## config.mk

```make
export PLATFORM = sky130hd
export DESIGN_NAME = record_serializer
export DESIGN_NICKNAME = d
export VERILOG_FILES = /design/src/rtl/record_serializer.sv
export SDC_FILE = /design/constraint.sdc
export NUM_CORES = 1
export LEC_CHECK = 0
export ABC_AREA = 1
export BUFFER_PORTS_ARGS = -buffer_cell sky130_fd_sc_hd__clkbuf_2
export CORE_MARGIN = 10
export CORE_UTILIZATION = 50
export CTS_CLUSTER_DIAMETER = 100
export CTS_CLUSTER_SIZE = 14
export DETAILED_ROUTE_END_ITERATION = 12
export PLACE_DENSITY = 0.66
export RECOVER_POWER = 25
export SYNTH_ARGS = -nofsm -noshare
export SYNTH_HDL_FRONTEND = slang
export SYNTH_SLANG_ARGS = --single-unit
```

## constraint.sdc

```tcl
create_clock -name clk -period 7.4 [get_ports clk]
set_input_delay 1.85 -clock clk [delete_from_list [all_inputs] [get_ports clk]]
set_output_delay 1.85 -clock clk [all_outputs]
set_load 0.05 [all_outputs]
```

## src/rtl/record_serializer.sv

```systemverilog
// record_serializer: buffers 44-bit click records in a small FIFO and emits
// each one as six bytes (MSB first) on a valid/ready byte stream.
// Records arriving while the FIFO is full are dropped, counted (saturating)
// and flagged through the sticky overflow output.
// Optional build macro: RECSER_LOST_FLAG_EN -- when defined, bit 7 of byte0
// marks the first record emitted after any loss; otherwise the pad nibble
// in byte0 is always zero.
module record_serializer #(
  parameter int DEPTH  = 16,
  parameter int LOST_W = 16
) (
  input  logic                     clk,
  input  logic                     reset,
  input  logic                     clear,
  input  logic                     rec_valid,
  input  logic [43:0]              rec_data,
  output logic [7:0]               byte_data,
  output logic                     byte_valid,
  input  logic                     byte_ready,
  output logic [$clog2(DEPTH):0]   fifo_level,
  output logic                     overflow,
  output logic [LOST_W-1:0]        lost_count
);

  localparam int AW = $clog2(DEPTH);
  localparam int LW = AW + 1;

  typedef enum logic {
    S_IDLE,
    S_SEND
  } state_t;

  // Record storage; read combinationally at the pop edge straight into the
  // shift word, which acts as the registered read stage.
  logic [43:0]       mem [DEPTH];

  logic [AW-1:0]     wr_ptr_reg;
  logic [AW-1:0]     rd_ptr_reg;
  logic [LW-1:0]     level_reg;
  logic [LW-1:0]     level_next;

  state_t            state_reg;
  state_t            state_next;
  logic [2:0]        idx_reg;
  logic [2:0]        idx_next;
  logic [47:0]       shift_reg;
  logic [47:0]       shift_next;

  logic              overflow_reg;
  logic [LOST_W-1:0] lost_reg;

  logic              fifo_empty;
  logic              fifo_full;
  logic              handshake;
  logic              last_byte;
  logic              pop;
  logic              wr_en;
  logic              drop;
  logic [3:0]        pad;

  logic [7:0]        lane [8];

  assign fifo_empty = (level_reg == '0);
  assign fifo_full  = (level_reg == LW'(DEPTH));
  assign handshake  = (state_reg == S_SEND) && byte_ready;
  assign last_byte  = (idx_reg == 3'd5);

  // A record is accepted when there is room, or when the head leaves on the
  // same edge; clear discards the incoming record without counting it.
  assign wr_en = rec_valid && !clear && (!fifo_full || pop);
  assign drop  = rec_valid && !clear && !wr_en;

`ifdef RECSER_LOST_FLAG_EN
  logic lost_pending_reg;
  logic lost_pending_next;

  // A drop coinciding with a load still marks the loaded record.
  assign pad = {lost_pending_reg | drop, 3'b000};

  always_comb begin
    lost_pending_next = lost_pending_reg;
    if (drop) begin
      lost_pending_next = 1'b1;
    end else if (pop) begin
      lost_pending_next = 1'b0;
    end
  end

  // Pending-loss marker: set by a drop, consumed by the next load.
  always_ff @(posedge clk or posedge reset) begin
    if (reset) begin
      lost_pending_reg <= 1'b0;
    end else if (clear) begin
      lost_pending_reg <= 1'b0;
    end else begin
      lost_pending_reg <= lost_pending_next;
    end
  end
`else
  assign pad = 4'b0000;
`endif

  // Serializer next-state: IDLE pops whenever data waits; SEND walks the six
  // byte lanes and chains straight into the next record without a bubble.
  always_comb begin
    state_next = state_reg;
    idx_next   = idx_reg;
    pop        = 1'b0;
    case (state_reg)
      S_IDLE: begin
        if (!fifo_empty) begin
          pop        = 1'b1;
          state_next = S_SEND;
          idx_next   = 3'd0;
        end
      end
      S_SEND: begin
        if (handshake) begin
          if (last_byte) begin
            idx_next = 3'd0;
            if (!fifo_empty) begin
              pop = 1'b1;
            end else begin
              state_next = S_IDLE;
            end
          end else begin
            idx_next = idx_reg + 3'd1;
          end
        end
      end
      default: begin
        state_next = S_IDLE;
        idx_next   = 3'd0;
      end
    endcase
  end

  // New shift word on every pop; otherwise the word holds so the presented
  // byte stays stable under backpressure.
  always_comb begin
    shift_next = shift_reg;
    if (pop) begin
      shift_next = {pad, mem[rd_ptr_reg]};
    end
  end

  // Occupancy moves by (write - pop) each edge.
  always_comb begin
    level_next = level_reg;
    case ({wr_en, pop})
      2'b10:   level_next = level_reg + 1'b1;
      2'b01:   level_next = level_reg - 1'b1;
      default: level_next = level_reg;
    endcase
  end

  // Byte lanes of the shift word, lane 0 being the most significant byte;
  // the two unused lanes read as zero.
  genvar gi;
  generate
    for (gi = 0; gi < 8; gi++) begin : g_lane
      if (gi < 6) begin : g_used
        assign lane[gi] = shift_reg[47 - 8*gi -: 8];
      end else begin : g_unused
        assign lane[gi] = 8'h00;
      end
    end
  endgenerate

  assign byte_valid = (state_reg == S_SEND);
  assign byte_data  = byte_valid ? lane[idx_reg] : 8'h00;
  assign fifo_level = level_reg;
  assign overflow   = overflow_reg;
  assign lost_count = lost_reg;

  // Record storage write port (contents need no reset; pointers gate them).
  always_ff @(posedge clk) begin
    if (wr_en) begin
      mem[wr_ptr_reg] <= rec_data;
    end
  end

  // FIFO pointers and occupancy; pointers wrap naturally at DEPTH.
  always_ff @(posedge clk or posedge reset) begin
    if (reset) begin
      wr_ptr_reg <= '0;
      rd_ptr_reg <= '0;
      level_reg  <= '0;
    end else if (clear) begin
      wr_ptr_reg <= '0;
      rd_ptr_reg <= '0;
      level_reg  <= '0;
    end else begin
      if (wr_en) begin
        wr_ptr_reg <= wr_ptr_reg + 1'b1;
      end
      if (pop) begin
        rd_ptr_reg <= rd_ptr_reg + 1'b1;
      end
      level_reg <= level_next;
    end
  end

  // Serializer state, byte index and shift word; reset abandons any
  // partially sent record.
  always_ff @(posedge clk or posedge reset) begin
    if (reset) begin
      state_reg <= S_IDLE;
      idx_reg   <= 3'd0;
      shift_reg <= '0;
    end else if (clear) begin
      state_reg <= S_IDLE;
      idx_reg   <= 3'd0;
      shift_reg <= '0;
    end else begin
      state_reg <= state_next;
      idx_reg   <= idx_next;
      shift_reg <= shift_next;
    end
  end

  // Loss bookkeeping: sticky overflow and a saturating drop counter.
  always_ff @(posedge clk or posedge reset) begin
    if (reset) begin
      overflow_reg <= 1'b0;
      lost_reg     <= '0;
    end else if (clear) begin
      overflow_reg <= 1'b0;
      lost_reg     <= '0;
    end else if (drop) begin
      overflow_reg <= 1'b1;
      if (lost_reg != '1) begin
        lost_reg <= lost_reg + 1'b1;
      end
    end
  end

endmodule
```

==> impl_metrics.toml <==
[placement]
dp.cells = 3678
gp_congestion = 0.8614
port_buffers = 79
place_hpwl_um = 43730

[critical_path]
slowest_stage = "dfrtp_1"
reg2reg_from = "rd_ptr_reg[2]"
worst-path-buf-inv = 2
crit_top_cell = "o21ai_0"
path_delay_family = "buffers and inverters"
crit_required_ns = 5.55
cpPeakStageDelay_ns = 0.61
crit_path_cell_trace = "inv_1 > nand2_1 > o21ai_0 > o21ai_0 > a21oi_1 > clkbuf_2"
critPathMaxFanout = 20
path_depth = 6
start_kind = "register"
ff2ff_path_depth = 10
endpoint_kind = "primary output"
critical_path_class = "reg2out"
crit_arrival_ns = 2.88
startpoint = "idx_reg[0]"

[floorplanning]
coreArea_mm2 = 0.06435
die_area_mm2 = 0.07558
rows = 93
pin_count = 80
die_h_um = 274.9
die_w_um = 274.9
start_util_pct = 50.49

[clocking]
cts_setup_buffers = 0
clk_latency_ns = 0.64
cts_buffers = 61
cts.htree.levels = 2
clock_path_buffers = 3
hold_buffers = 0
cts_resized = 0
clock_sinks = 782
clkSlewWorstSetupHoldPaths_ns = 0.07
cts_tree = "done"
root_buffer = "clkbuf_16"

[drt]
wl_per_cell_um = 20.62
drcViolationCount = 0
drtPass1Iterations = 5
drtAntennaViolNets = 0
first_iter_violations = 2121
via_count = 20790
routed_wl_um = 77710
routed_via_density = 5.517

[sta]
finClkSkew_ns = 0.01525
slew_headroom_pct = 29.11
hold_violations = 0
slew_viol_final = 0
tns_ns = 0
setup_viol = 0
worst_pin_slew_ns = 1.061
fmaxAchievable_mhz = 211.4
rsz0062_at_grt = "no"
finalCriticalPeriod_ns = 4.730
period_share_pct = 63.92

[cells_and_area]
n_fill_cell = 5384
layout_commonest_cell = "nand2_1"
area_growth_syn_to_layout_pct = 8.102
insertedDiodeCount = 0
layout_common_cells = "796 x nand2_1, 704 x edfxtp_1, 278 x nor2_1"
nets = 2945
layout.cells.non_filler = 3768
multi_input_area_mm2 = 0.007981
regArea_mm2 = 0.02310
drive_above_1_share_pct = 7.346
largest_register_ffs = 704

[status]
status = "complete, no violations"

[grt]
grt_pass1_vias = 20150
grt_max_degree = 207
grt_pass1_wl_um = 120000
grt_overflow = 0
grt_antenna_before_repair = 2
grt_usage_pct = 20.47

[synthesis]
synth-compound-area-share_pct = 5.796
syn_inst = 2857
synthXorXnorAreaFrac_pct = 0.3774
synthAdderAreaFrac_pct = 0.4082
synth-simple-area-share_pct = 17.71
ys_seq_area_share_pct = 71.07
synth_top_family_by_area = "simple AND/OR/NAND/NOR gates"
synth_nets = 2916
avgSynthCellArea_um2 = 11.37
synth_warnings = 0
ys_seq_elements = 782
ys_types = 42
synthMuxAreaShare_pct = 0
synth_area_mm2 = 0.03249

[worst_hold_path]
whs_path_depth = 2
hp-class = "reg2reg"
hold_path_startpoint = "shift_reg[15]"

[power_and_ir_drop]
total_power_w = 0.01000
pwr_density_cell_mw_per_mm2 = 284.8
p_leak_nw = 12.88
ir_drop_uv = 200.2

[flow_run]
max_cap_viol_count = 0
cell type report:
class / instances / share of cell area [%]
Multi-Input combinational cell: 1766 / 22.72
Clock buffer: 87 / 4.624
Tap cell: 855 / 3.046
Sequential cell: 782 / 65.76
Timing Repair Buffer: 117 / 1.899
Inverter: 158 / 1.749
Clock inverter: 3 / 0.1959
final timing paths:
kind,to,slack (ns)
max,byte_data[5],2.67
min,shift_reg[15],0.49
max reg2reg,shift_reg[35],3.60
min reg2reg,shift_reg[15],0.49
max in group asynchronous,rd_ptr_reg[0],5.19
min in group asynchronous,lost_count[0],1.48
stage by stage:
| step | instance area [um2] | utilization [%] | setup slack, ns | hold slack [ns] |
|---|---|---|---|---|
| after floorplan | 32490 | - | 1.459 | 0.4436 |
| after global placement | 33470 | 52.01 | 2.647 | 0.4586 |
| after detailed placement | 33470 | 52.01 | 2.572 | 0.4707 |
| after CTS | 35160 | 54.64 | 2.699 | 0.4886 |
| after global routing | 35120 | 54.58 | 2.542 | 0.5215 |
| final | 35120 | 54.58 | 2.670 | 0.4869 |
kinds of logic (layout without fill, tap and decap cells):
group | count (synthesis) | after routing
and+or+nand+nor | 1399 | 1399
DFF | 782 | 782
AOI/OAI and AO/OA | 343 | 343
buffers and inverters | 309 | 365
xor gates and xnor gates | 14 | 14
adders and majority gates | 10 | 10
synth_stat cells (all sizes together):
cell type	instances	share of area [%]
a21boi	1	0.023
a21oi	113	1.8
a31oi	1	0.019
buf	120	2.4
clkbuf	31	0.36
clkinv	3	0.035
dfrtp	78	6.0
edfxtp	704	65
fa	1	0.062
ha	9	0.35
inv	155	1.8
nand2	813	9.6
nand3	281	4.4
nand3b	1	0.023
nand4	3	0.058
nor2	286	3.4
nor3	13	0.20
nor3b	1	0.039
o211ai	49	1.1
o21a	8	0.18
o21ai	169	2.6
o221ai	1	0.027
o22ai	1	0.019
or2	1	0.019
xnor2	3	0.081
xor2	11	0.30
report_power, final:
part | internal (W) | switching, W
logic | 0.000515 | 0.00143
clock network | 0.00151 | 0.00146
registers | 0.00493 | 0.000153
metal layers:
| metal | vias up | global-route usage, % | wire, um |
|---|---|---|---|
| met5 | - | 0 | 13 |
| met4 | 2 | 5.278 | 1724 |
| met3 | 120 | 2.683 | 5044 |
| met2 | 684 | 33.46 | 37110 |
| met1 | 10180 | 28.73 | 33820 |
| li1 | 9806 | - | - |
tightest hold or removal path, delay by kind of cell (launching register included):
kind / cells / cell delay (ns)
simple gates: 2 / 0.12
flops: 1 / 0.34
Note: power is estimated with default switching activity, not from simulation.
